--- config.mk ---
export PLATFORM = sky130hd
export DESIGN_NAME = softmax_normalizer
export DESIGN_NICKNAME = d
export VERILOG_FILES = /design/src/rtl/pseudo_softmax_pkg.sv /design/src/rtl/softmax_scale_mul.sv /design/src/rtl/softmax_normalizer.sv
export SDC_FILE = /design/constraint.sdc
export NUM_CORES = 1
export LEC_CHECK = 0
export ABC_AREA = 1
export ABC_CLOCK_PERIOD_IN_PS = 5820
export BUFFER_PORTS_ARGS = -buffer_cell sky130_fd_sc_hd__buf_2
export CAP_MARGIN = 20
export CORE_ASPECT_RATIO = 0.75
export CORE_MARGIN = 4
export CORE_UTILIZATION = 57
export CTS_CLUSTER_DIAMETER = 120
export CTS_CLUSTER_SIZE = 24
export DETAILED_ROUTE_END_ITERATION = 7
export PLACE_DENSITY = 0.78
export SLEW_MARGIN = 20
export SYNTH_ARGS = -nofsm -noshare
export SYNTH_HDL_FRONTEND = slang
export SYNTH_HIERARCHICAL = 1
export SYNTH_SLANG_ARGS = --single-unit
--- constraint.sdc ---
create_clock -name clk -period 5.82 [get_ports clk]
set_input_delay 0.582 -clock clk [delete_from_list [all_inputs] [get_ports clk]]
set_output_delay 0.582 -clock clk [all_outputs]
set_load 0.01 [all_outputs]
--- src/rtl/pseudo_softmax_pkg.sv ---
// -----------------------------------------------------------------------------
// pseudo_softmax_pkg
// Shared types and constants for the pseudo-softmax back end.
//   state_t    : normalizer FSM states
//   DW_DEF     : default element / result width
//   RW_DEF     : default reciprocal width (Q0.RW)
//   SCALE_SH   : right shift taking e*recip (Q0.RW) down to Q0.DW
//   ROUND_C    : half-LSB added before that shift (round half-up)
//   scale_sat  : round, shift and saturate a product to dw bits
// -----------------------------------------------------------------------------
package pseudo_softmax_pkg;

    typedef enum logic [1:0] {
        LOAD = 2'd0,
        REQ  = 2'd1,
        EMIT = 2'd2,
        ZERO = 2'd3
    } state_t;

    localparam int DW_DEF   = 8;
    localparam int RW_DEF   = 16;
    localparam int SCALE_SH = RW_DEF - DW_DEF;
    localparam logic [63:0] ROUND_C = 64'd1 << (SCALE_SH - 1);

    // Round half-up at bit position sh, then clamp to the largest dw-bit
    // value. Works on a 64-bit container so any DW+RW up to 64 fits.
    function automatic logic [63:0] scale_sat(input logic [63:0] p,
                                              input int          sh,
                                              input int          dw);
        logic [63:0] rnd;
        logic [63:0] lim;
        rnd = (p + (64'd1 << (sh - 1))) >> sh;
        lim = (64'd1 << dw) - 64'd1;
        return (rnd > lim) ? lim : rnd;
    endfunction

endpackage

--- src/rtl/softmax_scale_mul.sv ---
// -----------------------------------------------------------------------------
// softmax_scale_mul
// Registered multiply / round / saturate: o_data <= sat(round(e * recip)).
//   clk, rst_n : clock, async active-low reset
//   i_en       : load a new result this cycle; otherwise o_data holds
//   i_elem     : buffered exponent value e_k (DW bits)
//   i_recip    : latched reciprocal of the vector sum (Q0.RW)
//   o_data     : normalized probability, Q0.DW
// -----------------------------------------------------------------------------
module softmax_scale_mul
    import pseudo_softmax_pkg::*;
#(
    parameter int DW = DW_DEF,
    parameter int RW = RW_DEF
) (
    input  logic          clk,
    input  logic          rst_n,
    input  logic          i_en,
    input  logic [DW-1:0] i_elem,
    input  logic [RW-1:0] i_recip,
    output logic [DW-1:0] o_data
);

    localparam int PW = DW + RW;

    logic [PW-1:0] w_prod;
    logic [DW-1:0] r_data;

    assign w_prod = PW'(i_elem) * PW'(i_recip);

    always_ff @(posedge clk or negedge rst_n) begin
        if (!rst_n) begin
            r_data <= '0;
        end else if (i_en) begin
            r_data <= DW'(scale_sat(64'(w_prod), RW - DW, DW));
        end
    end

    assign o_data = r_data;

endmodule

--- src/rtl/softmax_normalizer.sv ---
// -----------------------------------------------------------------------------
// softmax_normalizer
// Buffers N exponent values, sums them, asks the reciprocal unit for
// 1/sum and streams out e_k * recip as Q0.DW probabilities.
//   clk, rst_n            : clock, async active-low reset
//   in_data/valid/ready   : exponent input stream (accepted in LOAD only)
//   sum_out/sum_valid     : vector sum, held while waiting for the reciprocal
//   recip_in/recip_valid  : reciprocal reply, sampled only in REQ
//   out_data/valid/ready  : probability output stream
//   busy                  : high whenever not in LOAD
//
// state | meaning
// LOAD  | accepting inputs, accumulating sum
// REQ   | sum_valid high, waiting for recip_valid
// EMIT  | streaming buf[k] * recip
// ZERO  | sum was zero: stream N zeros, no reciprocal request
// -----------------------------------------------------------------------------
module softmax_normalizer
    import pseudo_softmax_pkg::*;
#(
    parameter int N  = 4,
    parameter int DW = DW_DEF,
    parameter int RW = RW_DEF,
    parameter int SW = DW + $clog2(N)
) (
    input  logic          clk,
    input  logic          rst_n,
    input  logic [DW-1:0] in_data,
    input  logic          in_valid,
    output logic          in_ready,
    output logic [SW-1:0] sum_out,
    output logic          sum_valid,
    input  logic [RW-1:0] recip_in,
    input  logic          recip_valid,
    output logic [DW-1:0] out_data,
    output logic          out_valid,
    input  logic          out_ready,
    output logic          busy
);

    localparam int CW = $clog2(N);

    state_t        r_state;
    logic [CW-1:0] r_cnt;
    logic [SW-1:0] r_sum;
    logic [DW-1:0] r_buf [N];
    logic [RW-1:0] r_recip;
    logic          r_in_ready;
    logic          r_sum_valid;
    logic          r_out_valid;
    logic          r_busy;

    logic          w_in_fire;
    logic          w_out_fire;
    logic          w_last;
    logic          w_emitting;
    logic          w_mul_en;
    logic [CW-1:0] w_ld_idx;
    logic [SW-1:0] w_sum_nxt;

    assign w_in_fire  = in_valid && r_in_ready;
    assign w_out_fire = r_out_valid && out_ready;
    assign w_last     = (r_cnt == CW'(N - 1));
    assign w_emitting = (r_state == EMIT) || (r_state == ZERO);
    assign w_sum_nxt  = r_sum + SW'(in_data);

    // r_cnt counts completed output handshakes in EMIT/ZERO, so the element
    // to load next is r_cnt+1 on a handshake, or element 0 on the very first
    // load. Nothing is loaded on the final handshake, and nothing while the
    // current result is stalled.
    assign w_mul_en = w_emitting && (!r_out_valid || (out_ready && !w_last));
    assign w_ld_idx = r_out_valid ? (r_cnt + CW'(1)) : '0;

    softmax_scale_mul #(
        .DW (DW),
        .RW (RW)
    ) u_scale_mul (
        .clk     (clk),
        .rst_n   (rst_n),
        .i_en    (w_mul_en),
        .i_elem  (r_buf[w_ld_idx]),
        .i_recip (r_recip),
        .o_data  (out_data)
    );

    always_ff @(posedge clk or negedge rst_n) begin
        if (!rst_n) begin
            r_state     <= LOAD;
            r_cnt       <= '0;
            r_sum       <= '0;
            r_recip     <= '0;
            r_in_ready  <= 1'b1;
            r_sum_valid <= 1'b0;
            r_out_valid <= 1'b0;
            r_busy      <= 1'b0;
            for (int i = 0; i < N; i++) begin
                r_buf[i] <= '0;
            end
        end else begin
            case (r_state)
                LOAD: begin
                    if (w_in_fire) begin
                        r_buf[r_cnt] <= in_data;
                        r_sum        <= w_sum_nxt;
                        r_cnt        <= r_cnt + CW'(1);
                        if (w_last) begin
                            r_in_ready <= 1'b0;
                            r_busy     <= 1'b1;
                            if (w_sum_nxt != '0) begin
                                r_state     <= REQ;
                                r_sum_valid <= 1'b1;
                            end else begin
                                // Zero recip makes the multiplier emit zeros.
                                r_state <= ZERO;
                                r_recip <= '0;
                            end
                        end
                    end
                end
                REQ: begin
                    if (recip_valid) begin
                        r_recip     <= recip_in;
                        r_sum_valid <= 1'b0;
                        r_state     <= EMIT;
                    end
                end
                EMIT, ZERO: begin
                    if (!r_out_valid) begin
                        r_out_valid <= 1'b1;
                    end else if (w_out_fire) begin
                        r_cnt <= r_cnt + CW'(1);
                        if (w_last) begin
                            r_out_valid <= 1'b0;
                            r_sum       <= '0;
                            r_in_ready  <= 1'b1;
                            r_busy      <= 1'b0;
                            r_state     <= LOAD;
                        end
                    end
                end
                default: begin
                    r_state <= LOAD;
                end
            endcase
        end
    end

    assign in_ready  = r_in_ready;
    assign sum_out   = r_sum;
    assign sum_valid = r_sum_valid;
    assign out_valid = r_out_valid;
    assign busy      = r_busy;

endmodule
* Yosys cells after proc, flatten, opt, wreduce, memory -nomap -nowiden
Index checks and enable logic that the tools add are counted.
Widths: inputs -> output; s select.
** Word-level totals
- Register bits :: 74
- Input port bits :: 29
- Word-level logic and storage cells :: 104
** Cells by class
- Add/subtract/negate cells :: 3
- Multiply operators :: 1
- Magnitude comparators :: 4
- Equality and inequality tests :: 12
- Multiplexer cells :: 48
- Bitwise logic cells :: 2
- Reduce and logical (&&, ||, !) cells :: 21
** Operators by type and width (number)
- $mux 16 :: 4
- $mux 10 :: 4
- $bwmux 32 :: 1
- $mux 8 :: 4
- $pmux 16 s2 :: 1
- $add 24x8->25 const B :: 1
- $mul 8x16->24 :: 1
- $mux 2 :: 11
- $pmux 10 s2 :: 1
- $gt 17x8->1 const B :: 1
- $bmux 8 s2 :: 1
- $demux 8 s2 :: 1
- $ne 2x2->1 const B :: 8
- $mux 1 :: 15
- $reduce_and 5->1 :: 3
- $reduce_and 6->1 :: 2
- $add 10x8->10 :: 1
- $reduce_bool 10->1 :: 1
- $eq 2x2->1 const B :: 3
- $ge 3x3->1 const B :: 2
- $not 2->3 :: 2
- $pmux 1 s2 :: 3
- $pmux 2 s3 :: 1
- $logic_and 1x1->1 :: 5
- other kinds (11) :: 14

* Depth between registers and ports, before layout
Gate-level depths: netlist (run 1).
- Depth in word-level cells :: 10
- Mapped depth :: 36
- Gate-level depth less buffers :: 33

* Cells and area by module
The synthesis (run 1) kept the hierarchy.
** By module, submodules not included
- softmax_scale_mul :: times used 1, cells each 788, area an instance 5255.0 um^2
- softmax_normalizer :: times used 1, cells each 400, area an instance 3261.9 um^2

* Worst setup path before layout (run 1)
OpenSTA, ideal clock, no wires.
- Kind :: register to register
- Start :: register r_cnt[0]
- End :: register u_scale_mul.r_data[6], in the netlist u_scale_mul/o_data[6]
- Arrival time :: 5.580 ns
- Data required time :: 5.707 ns
- Path slack :: 0.127 ns
- Cell stages (with the launch flop) :: 31
- Buffers on the path :: 2
- Cell sequence :: dfrtp_1 > clkinv_1 > ha_1 > nand2_1 > inv_1 > a21oi_1 > clkbuf_1 > clkbuf_1 > nand2_1 > fa_1 > inv_1 > fa_1 > fa_1 > inv_1 > fa_1 > inv_1 > ha_1 > nand2_2 > inv_1 > a21oi_1 > nand2_1 > nand2_1 > nand3_1 > nand2_1 > nand2_1 > nor2_2 > nand3_2 > nor2_8 > nand3_1 > nand2_1 > inv_1
** On the way
- Cells in the longest elaborated chain, start to end :: 10
- Elaborated cells between the ends (all ways) :: 15
- Those cells by class :: add/sub (2); mul (1); order compare (1); eq/ne (1); mux (5); bitwise (1); reduce/logical (4)
** RTL lines
- from (decl) :: line softmax_normalizer.sv:44 : logic [CW-1:0] r_cnt;
- from (signal assigned) :: line softmax_normalizer.sv:105 : r_cnt <= r_cnt + CW'(1);
- from (signal assigned) :: line softmax_normalizer.sv:131 : r_cnt <= r_cnt + CW'(1);
- $add 2x1->2 :: line softmax_normalizer.sv:72 : assign w_ld_idx = r_out_valid ? (r_cnt + CW'(1)) : '0;
- $mux 2 :: line softmax_normalizer.sv:72
- $not 2->3 (implied by the code) :: line softmax_normalizer.sv:81 : .i_elem (r_buf[w_ld_idx]),
- $bmux 8 s2 :: line softmax_normalizer.sv:81
- $mux 8 (implied by the code) (2 in a row) :: line softmax_normalizer.sv:81
- $mul 8x16->24 :: line softmax_scale_mul.sv:29 : assign w_prod = PW'(i_elem) * PW'(i_recip);
- $add 24x8->25 :: line pseudo_softmax_pkg.sv:32 : rnd = (p + (64'd1 << (sh - 1))) >> sh;
- $gt 17x8->1 :: line pseudo_softmax_pkg.sv:34 : return (rnd > lim) ? lim : rnd;
- $mux 8 :: line pseudo_softmax_pkg.sv:34
- to (signal assigned) :: line softmax_scale_mul.sv:35 : r_data <= DW'(scale_sat(64'(w_prod), RW - DW, DW));
- to (decl) :: line softmax_scale_mul.sv:27 : logic [DW-1:0] r_data;
Several ways; a longest one is shown, not always the timed one. The select of a mux whose other input is x is not followed.
A chain may end at the register's enable or synchronous reset.

* Worst setup path after layout (run 1)
- Start :: register r_cnt[0]
- End :: register u_scale_mul.r_data[3], in the netlist u_scale_mul/o_data[3]
The elaborated chain is that of the path after synthesis.

==> results.md, run 1 <==
- Status: completed
- Post-DR wirelength/cell: 14.49 um
- Fin crit share: 96.46%
- Worst path most repeated cell: nand2_1
- PortBufs: 50
- Main synth FF type: dfrtp_1
- Ports: 51
- Synth top area cells: dfrtp_1 (21%), fa_1 (20%), nand2_1 (16%)
- Max-cap violations: 0
- Pre-antenna DRT Iters: 5
- Root buffer cell: clkbuf_16
- Buffers & Inverters on Critical Path: 8
- FMAX: 178.1 MHz
- Arr. time, crit path: 5.84 ns
- Layout Cell Area excl Fill: 0.009694 mm^2
- Num Clock Sinks: 74
- Final HPWL DP: 16.02 mm
- Proportion of netlist area held by the largest area contributor: 21.45%
- Starting DRT DRC Count: 636
- Vias in the first global route: 7264
- Reg-to-Reg Start: r_cnt[0]
- Crit path max-delay family: adder cells
- Seq/Total Area, Yosys: 21.76%
- Final Skew: 0.01115 ns
- Clock latency on the worst-skew pair: 0.34 ns
- Via/cell ratio: 5.131
- Cell Rows: 38
- Levels on crit path: 30
- Synth warn: 6
- Remaining antenna violation count: 0
- Full die area: 0.01698 mm^2
- Initial antenna violation count: 0
- Yosys cell types: 44
- Routed Wire Length: 20.94 mm
- Cells after Synth: 1188
- Leading area contributor after synthesis: dfrtp_1
- Period minus WS final: 5.614 ns
- Synth Register Bits: 74
- Die width: 149.1 um
- Critical path capture point type: register
- N_diodes: 0
- Crit path required time: 6.05 ns
- Largest net degree at the start of global routing: 75
- Syn Nets: 1370
- Hold Slack: 0.3930 ns
- Area after DPL: 0.009046 mm^2
- Overall via count from detail_route: 7415
- CTS Buffer Depth: 2
- H-Tree Depth: 3
- Async SR Flop Fraction: 100.0%
- Hold Vio Cnt, Final: 0
- WS Path Type: reg2reg
- CTS tree: done
- Final setup vio count: 0
- Synth Cell Area: 0.008517 mm^2
- Class of the worst hold path: in2async
- Worst setup SP type: register
- Die height: 113.9 um
- Flop-to-flop setup slack: 0.21 ns
- Placed insts: 1419
- Core area: 0.01455 mm^2
- Worst setup path end: u_scale_mul/o_data[3]
- Final Non-Filler Cells: 1445
- Most frequent cell after synthesis: nand2_1
- Worst Tran Pin Value: 0.9737 ns
- Worst-path fanout max: 8
- Fill cells: 1249
- Clock transition at path regs: 0.06 ns
- GPL Wtd Cong: 0.9383
- Slowest CP cell: fa_1
- Clock buffer count from CTS: 9
- Area grow syn2layout: 13.82%
- Peak per-stage delay on the critical path: 0.53 ns
- Layout cell share with drive strength beyond 1: 14.54%
- Post-synth EDFFs: 0
- Gr usage total: 25.40%
- Global-route wire length before repair: 35.10 mm
- Syn avg cell area: 7.169 um^2
- RR Endpoint: u_scale_mul/o_data[3]
- DRC: 0
- Crit path from: r_cnt[0]
- Starting density of the core: 58.54%
- Remaining Overflow, GRT: 0
- Worst slew margin: 35.09%
- Cts hold-fix bufs: 0
- Fin. max-slew vios: 0
- Path depth of the worst reg2reg path: 30
- Most frequent cells after synthesis: nand2_1 (357), inv_1 (300), fa_1 (84)
- NumNets Final: 1422
-- worst register-to-register path: cells and delay by family, from the launching register on --
| family | cells | cell delay [ns] |
|---|---|---|
| buf+inv | 8 | 0.81 |
| simple gates | 14 | 1.43 |
| fa+ha+maj | 5 | 2.37 |
| flops | 1 | 0.39 |
| compound gates | 3 | 0.49 |
-- per-stage QoR --
step,TNS [ns],utilization [%],worst slack (ns)
floorplan,0,-,0.1269
global placement,0,62.18,0.1846
detailed placement,0,62.18,0.05748
CTS,0,64.23,0.02442
global route,-0.4844,66.63,-0.08905
finish,0,66.63,0.2063
-- repair_timing --
| item | CTS | global route |
|---|---|---|
| resized for setup | 1 | 57 |
| cloned | 0 | 3 |
| setup buffers | 0 | 7 |
| endpoints found under the setup margin | 3 | 8 |
| pin swaps | 0 | 8 |
-- layout make-up --
type                       instances  area (um^2)  area share [%]
multi-input combinational        772         5617           57.94
sequential                        74         1853           19.11
inverter                         307         1152           11.89
timing repair buffer              75        519.2           5.356
tap                              200        250.2           2.581
clock buffer                      10        229.0           2.362
clock inverter                     6        66.31          0.6840
timing repair inverter             1        7.507         0.07744
-- routing by layer --
layer | part of all wire [%] | global-route usage, % | up-vias | wire length, um
li1 | - | - | 3628 | -
met1 | 50 | 39.64 | 3507 | 10400
met2 | 43 | 38.23 | 257 | 8959
met3 | 6.5 | 4.329 | 23 | 1369
met4 | 1.0 | 3.537 | 0 | 209
met5 | 0 | 0 | - | 0
-- worst min-delay path by stage --
stage                 from          to  slack [ns]  depth (start not counted)
2_1_floorplan        rst_n        busy        0.29                          0
3_3_place_gp          busy        busy        0.46                          2
3_5_place_dp          busy        busy        0.46                          2
4_1_cts              rst_n    r_buf[1]        0.42                          1
5_1_grt        recip_in[3]  r_recip[3]        0.45                          3
6_report             rst_n   r_buf[16]        0.39                          1
-- flip-flops by register name, summed over array words and instances (netlist names) --
name,cells
out_valid,1
r_recip,16
sum_out,10
r_buf,32
u_scale_mul/o_data,8
busy,1
r_state,2
sum_valid,1
in_ready,1
r_cnt,2
-- placed cells by master (no fill, tap or decap), types with 4 or more instances in the layout --
| cell type | Yosys | layout |
|---|---|---|
| inv_2 | 6 | 10 |
| xor2_1 | 5 | 5 |
| o22ai_1 | 10 | 9 |
| buf_2 | 1 | 49 |
| a21oi_2 | 2 | 12 |
| or2_2 | 8 | 8 |
| clkbuf_16 | 0 | 10 |
| dfrtp_1 | 73 | 73 |
| ha_4 | 0 | 11 |
| nand2_2 | 14 | 15 |
| fa_1 | 84 | 84 |
| ha_1 | 69 | 57 |
| inv_1 | 300 | 297 |
| a21oi_1 | 47 | 36 |
| o21ai_0 | 48 | 46 |
| nand4_1 | 4 | 4 |
| nor2_1 | 37 | 36 |
| buf_4 | 0 | 18 |
| buf_12 | 0 | 4 |
| nand3_1 | 35 | 34 |
| clkinvlp_4 | 0 | 4 |
| nor2_2 | 13 | 10 |
| nor2_4 | 1 | 5 |
| o21ai_1 | 7 | 8 |
| nand3_2 | 3 | 4 |
| nand2_1 | 357 | 354 |
| a22o_1 | 4 | 4 |
-- logic make-up (layout without fill, tap and decap cells) --
family                     after synthesis  after routing  share of synthesized area, %
AOI/OAI and AO/OA                      127            127                         8.124
xor gates and xnor gates                 8              8                        0.8227
adders and majority gates              153            153                         29.88
buffers and inverters                  342            399                         15.22
DFF                                     74             74                         21.76
and+or+nand+nor                        484            484                         24.20
Power of run 1 is left out: the tool's default activity adds up to more than one toggle a clock period on the data nets, which glitch-free logic cannot reach.
==> inputs of run 2 (changes only) <==
--- a/config.mk
+++ b/config.mk
@@ -11,11 +11,12 @@
 export CAP_MARGIN = 20
 export CORE_ASPECT_RATIO = 0.75
 export CORE_MARGIN = 4
-export CORE_UTILIZATION = 57
+export CORE_UTILIZATION = 58
+export CTS_BUF_LIST = sky130_fd_sc_hd__clkbuf_8
 export CTS_CLUSTER_DIAMETER = 120
 export CTS_CLUSTER_SIZE = 24
 export DETAILED_ROUTE_END_ITERATION = 7
-export PLACE_DENSITY = 0.78
+export PLACE_DENSITY = 0.8
 export SLEW_MARGIN = 20
 export SYNTH_ARGS = -nofsm -noshare
 export SYNTH_HDL_FRONTEND = slang
==> run 2 against run 1 <==
Compared with the run above:
- critical path depth down 1
- sequential share of layout area up 0.17 points
- worst setup slack better by 0.043 ns
- non-clock buffer count up 4
- register-to-register slack better by 0.04 ns
- wire length down 1.5%
- clock skew up 0.00083 ns
- highest routed layer unchanged
==> results.md, run 2 (synthesis results as in run 1) <==
- Status: completed
- Fin. max-slew vios: 0
- Ports: 51
- Full die area: 0.01671 mm^2
- Worst-path fanout max: 16
- NumNets Final: 1426
- Starting density of the core: 59.12%
- RR Endpoint: u_scale_mul/o_data[3]
- Die height: 112.9 um
- Starting DRT DRC Count: 632
- Register bank with the most flops: r_buf
- Area grow syn2layout: 12.81%
- Clock transition at path regs: 0.08 ns
- Remaining Overflow, GRT: 0
- FMAX: 179.5 MHz
- N_diodes: 0
- Initial antenna violation count: 0
- WS Path Type: reg2reg
- GPL Wtd Cong: 0.9677
- Path depth of the worst reg2reg path: 29
- CTS tree: done
- Hold Slack: 0.3606 ns
- Cell Rows: 38
- Class of the worst hold path: in2async
- Gr usage total: 25.10%
- Final Skew: 0.01197 ns
- Setup_tns: 0 ns
- Largest net degree at the start of global routing: 75
- Root buffer cell: clkbuf_8
- Core area: 0.01441 mm^2
- Pre-antenna DRT Iters: 5
- Arr. time, crit path: 5.81 ns
- Dpl ws: 0.1074 ns
- Num Clock Sinks: 74
- Fin crit share: 95.71%
- Flop-to-flop setup slack: 0.25 ns
- Period minus WS final: 5.570 ns
- Worst Tran Pin Value: 1.010 ns
- Critical path capture point type: register
- Slowest CP cell: fa_1
- Routed Wire Length: 20.61 mm
- Layout cell share with drive strength beyond 1: 15.38%
- Final setup vio count: 0
- CTS Buffer Depth: 2
- Max-cap violations: 0
- DRC: 0
- Crit path required time: 6.06 ns
- Remaining antenna violation count: 0
- Final HPWL DP: 15.74 mm
- Worst setup SP type: register
- Global-route wire length before repair: 34.23 mm
- Overall via count from detail_route: 7436
- Clock buffer count from CTS: 9
- Area after DPL: 0.009014 mm^2
- Worst slew margin: 32.67%
- Hold Vio Cnt, Final: 0
- Die width: 147.9 um
- PortBufs: 50
- H-Tree Depth: 3
- Reg-to-Reg Start: r_cnt[0]
- Vias in the first global route: 7018
- Via/cell ratio: 5.135
- Layout Cell Area excl Fill: 0.009608 mm^2
- Peak per-stage delay on the critical path: 0.57 ns
- PnR worst setup slack: 0.2497 ns
- Largest register FFs: 32
- Fill cells: 1168
- Most frequent cells in the layout: nand2_1 (351), inv_1 (299), fa_1 (84)
- Worst path most repeated cell: nand2_1
- Clock latency on the worst-skew pair: 0.35 ns
- Commonest non-fill, non-tap cell in the layout: nand2_1
- Post-DR wirelength/cell: 14.23 um
==> run 2: changes by cell type in the layout (fill, tap and decap cells not counted), sizes merged <==
cell / delta
buf: +5
clkinvlp: -3
bufinv: +2
clkbuf: -2
clkinv: +2
inv: -1
==> run 2: cell type report <==
| cell class | instances | area, um^2 | share of cell area [%] |
|---|---|---|---|
| Inverter | 307 | 1155 | 12.02 |
| Multi-Input combinational cell | 772 | 5593 | 58.21 |
| Sequential cell | 74 | 1853 | 19.29 |
| Timing Repair Buffer | 79 | 518.0 | 5.391 |
| Tap cell | 200 | 250.2 | 2.605 |
| Clock inverter | 6 | 107.6 | 1.120 |
| Clock buffer | 9 | 123.9 | 1.289 |
| Timing Repair inverter | 1 | 7.507 | 0.07814 |
==> run 2: repair_timing <==
| action | 4_1_cts | 5_1_grt |
|---|---|---|
| endpoints found under the setup margin | 0 | 8 |
| hold buffers | 0 | 0 |
| endpoints found under the hold margin | 0 | 0 |
| resized for setup | 0 | 68 |
| buffers inserted | 0 | 12 |
==> run 2: per-layer routing <==
layer  up-vias  share of wire (%)  wire length [um]  global-route usage, %
li1       3628                  -                 -                      -
met1      3437                 47              9744                  39.35
met2       343                 43              8817                  37.14
met3        28                8.8              1804                  4.524
met4         0                1.2               246                  4.123
met5         -                  0                 0                      0
==> run 2: through the flow <==
stage,utilization [%],std cells
after floorplan,-,1188
after global placement,62.57,1418
after detailed placement,62.57,1418
after CTS,64.17,1433
after global routing,66.69,1448
final,66.69,1448
==> run 2: worst max-delay path by stage <==
stage	start	cells after the start	slack [ns]	to
2_1_floorplan	r_cnt[0]	30	0.13	u_scale_mul/o_data[6]
6_report	r_cnt[0]	29	0.25	u_scale_mul/o_data[3]
5_1_grt	r_cnt[0]	31	-0.09	u_scale_mul/o_data[5]
4_1_cts	r_cnt[1]	30	0.08	u_scale_mul/o_data[3]
3_3_place_gp	r_cnt[0]	30	0.19	u_scale_mul/o_data[0]
3_5_place_dp	r_cnt[1]	30	0.11	u_scale_mul/o_data[3]
==> run 2: critical path, delay by kind of cell (launching register included) <==
family          cells  cell delay (ns)
flops               1             0.39
compound gates      3             0.42
buf+inv             7             0.78
fa+ha+maj           5             2.44
simple gates       14             1.45
Power of run 2 is left out for the same reason.
==> inputs of run 3 (changes only) <==
--- a/config.mk
+++ b/config.mk
@@ -6,17 +6,17 @@
 export NUM_CORES = 1
 export LEC_CHECK = 0
 export ABC_AREA = 1
-export ABC_CLOCK_PERIOD_IN_PS = 5820
+export ABC_CLOCK_PERIOD_IN_PS = 5250
 export BUFFER_PORTS_ARGS = -buffer_cell sky130_fd_sc_hd__buf_2
 export CAP_MARGIN = 20
 export CORE_ASPECT_RATIO = 0.75
 export CORE_MARGIN = 4
-export CORE_UTILIZATION = 58
+export CORE_UTILIZATION = 64
 export CTS_BUF_LIST = sky130_fd_sc_hd__clkbuf_8
 export CTS_CLUSTER_DIAMETER = 120
 export CTS_CLUSTER_SIZE = 24
 export DETAILED_ROUTE_END_ITERATION = 7
-export PLACE_DENSITY = 0.8
+export PLACE_DENSITY = 0.83
 export SLEW_MARGIN = 20
 export SYNTH_ARGS = -nofsm -noshare
 export SYNTH_HDL_FRONTEND = slang
==> constraint.sdc (replaced) <==
create_clock -name clk -period 5.25 [get_ports clk]
set_input_delay 0.525 -clock clk [delete_from_list [all_inputs] [get_ports clk]]
set_output_delay 0.525 -clock clk [all_outputs]
set_load 0.01 [all_outputs]
==> run 3 against run 2 <==
Compared with the run above:
- the run now ends with negative setup slack left
- register-to-register slack lost 0.68 ns
- non-clock buffer count grew 64
- clock skew shrank 0.0030 ns
- highest routed layer unchanged
==> results.md, run 3 (synthesis results as in run 1) <==
- Hold Slack: 0.2818 ns
- Class of the worst hold path: in2async
- Core area: 0.01302 mm^2
- Fin crit share: 108.1%
- RSZ-0062 raised after global routing: yes
- Final Util: 81.52%
- Die width: 141.2 um
- Largest register FFs: 32
- GPL Wtd Cong: 0.9358
- DRC: 0
- NumNets Final: 1489
- Area grow syn2layout: 24.59%
- Via/cell ratio: 5.690
- Status: finished, violations left
- H-Tree Depth: 3
- Most frequent cells in the layout: nand2_1 (312), inv_1 (266), fa_1 (78)
- Failing checks: negative setup slack
- Final setup vio count: 8
- Period minus WS final: 5.677 ns
- Peak per-stage delay on the critical path: 0.56 ns
- Largest net degree at the start of global routing: 75
- CTS tree: done
- Register bank with the most flops: r_buf
- Final Skew: 0.008964 ns
- WS Path Type: reg2reg
- Hold Vio Cnt, Final: 0
- Remaining antenna violation count: 0
- Arr. time, crit path: 5.95 ns
- Starting DRT DRC Count: 1045
- Ports: 51
- Fin. max-slew vios: 0
- Worst setup SP type: register
- Worst path most repeated cell: inv_1
- PortBufs: 50
- Num Clock Sinks: 74
- Worst Tran Pin Value: 1.037 ns
- Placed insts: 1435
- Full die area: 0.01524 mm^2
- Clock latency on the worst-skew pair: 0.38 ns
- PnR worst setup slack: -0.4266 ns
- Clock buffer count from CTS: 9
- Die height: 107.9 um
- Remaining Overflow, GRT: 0
- Overall via count from detail_route: 8439
- Cell Rows: 36
- N_diodes: 0
- Routed Wire Length: 26.14 mm
- Crit path required time: 5.53 ns
- Final HPWL DP: 16.66 mm
- Commonest non-fill, non-tap cell in the layout: nand2_1
- Root buffer cell: clkbuf_8
- Worst-path fanout max: 8
- Critical path capture point type: register
- Initial antenna violation count: 0
- Starting density of the core: 65.43%
- Worst slew margin: 30.90%
- Layout cell share with drive strength beyond 1: 27.90%
- Gr usage total: 30.58%
- Crit path max-delay family: adder cells
- Global-route wire length before repair: 37.09 mm
- Final Non-Filler Cells: 1483
- Max-cap violations: 0
- Slowest CP cell: fa_1
- FMAX: 176.2 MHz
- Buffers & Inverters on Critical Path: 11
- CTS Buffer Depth: 2
- Vias in the first global route: 7773
- Clock transition at path regs: 0.09 ns
- Post-DR wirelength/cell: 17.62 um
- Pre-antenna DRT Iters: 6
## run 3: changes by cell type in the layout (fill, tap and decap cells not counted), sizes merged
cell | before | now
clkbuf | 9 | 10
bufinv | 3 | 1
inv | 307 | 309
buf | 79 | 142
## run 3: area by class of cell
cell class / instances / area, um^2
Tap cell: 171 / 214.0
Fill cell: 771 / 2406
Inverter: 307 / 1162
Sequential cell: 74 / 1854
Timing Repair Buffer: 143 / 1069
Clock inverter: 7 / 86.33
Clock buffer: 9 / 123.9
Multi-Input combinational cell: 772 / 6102
## run 3: what timing repair did
action | in CTS | in global routing
gates cloned | 4 | 3
hold buffers | 0 | 0
setup endpoints to repair | 8 | 8
pin swaps | 19 | 83
buffers inserted | 10 | 16
resized for setup | 53 | 161
hold endpoints to repair | 0 | 0
## run 3: worst paths after layout
kind | start | to | slack [ns] | depth (start not counted)
worst max-delay path | r_cnt[0] | u_scale_mul/o_data[5] | -0.43 | 33
min in group clk | recip_in[6] | r_recip[6] | 0.34 | 3
worst min-delay path | rst_n | sum_out[7] | 0.28 | 1
worst min register to register | busy | busy | 0.50 | 2
worst max register to register | r_cnt[0] | u_scale_mul/o_data[5] | -0.43 | 33
max in group asynchronous | rst_n | r_cnt[0] | 4.31 | 1
## run 3: layer usage
metal	wire length, um	up-vias	GRT usage, %
met5	0	-	0
met4	1132	0	8.645
met3	2654	138	5.861
met2	12100	547	49.42
met1	10250	3990	42.58
li1	-	3764	-
## run 3: through the flow
step / instance area (um^2) / TNS, ns / setup WS (ns)
after floorplan: 8605 / 0 / 0.001273
final: 10610 / -3.177 / -0.4266
after detailed placement: 9399 / -2.120 / -0.3071
after global placement: 9399 / -1.708 / -0.2175
after CTS: 9942 / -1.393 / -0.1902
after global routing: 10610 / -4.275 / -0.5539
Power of run 3 is left out for the same reason.
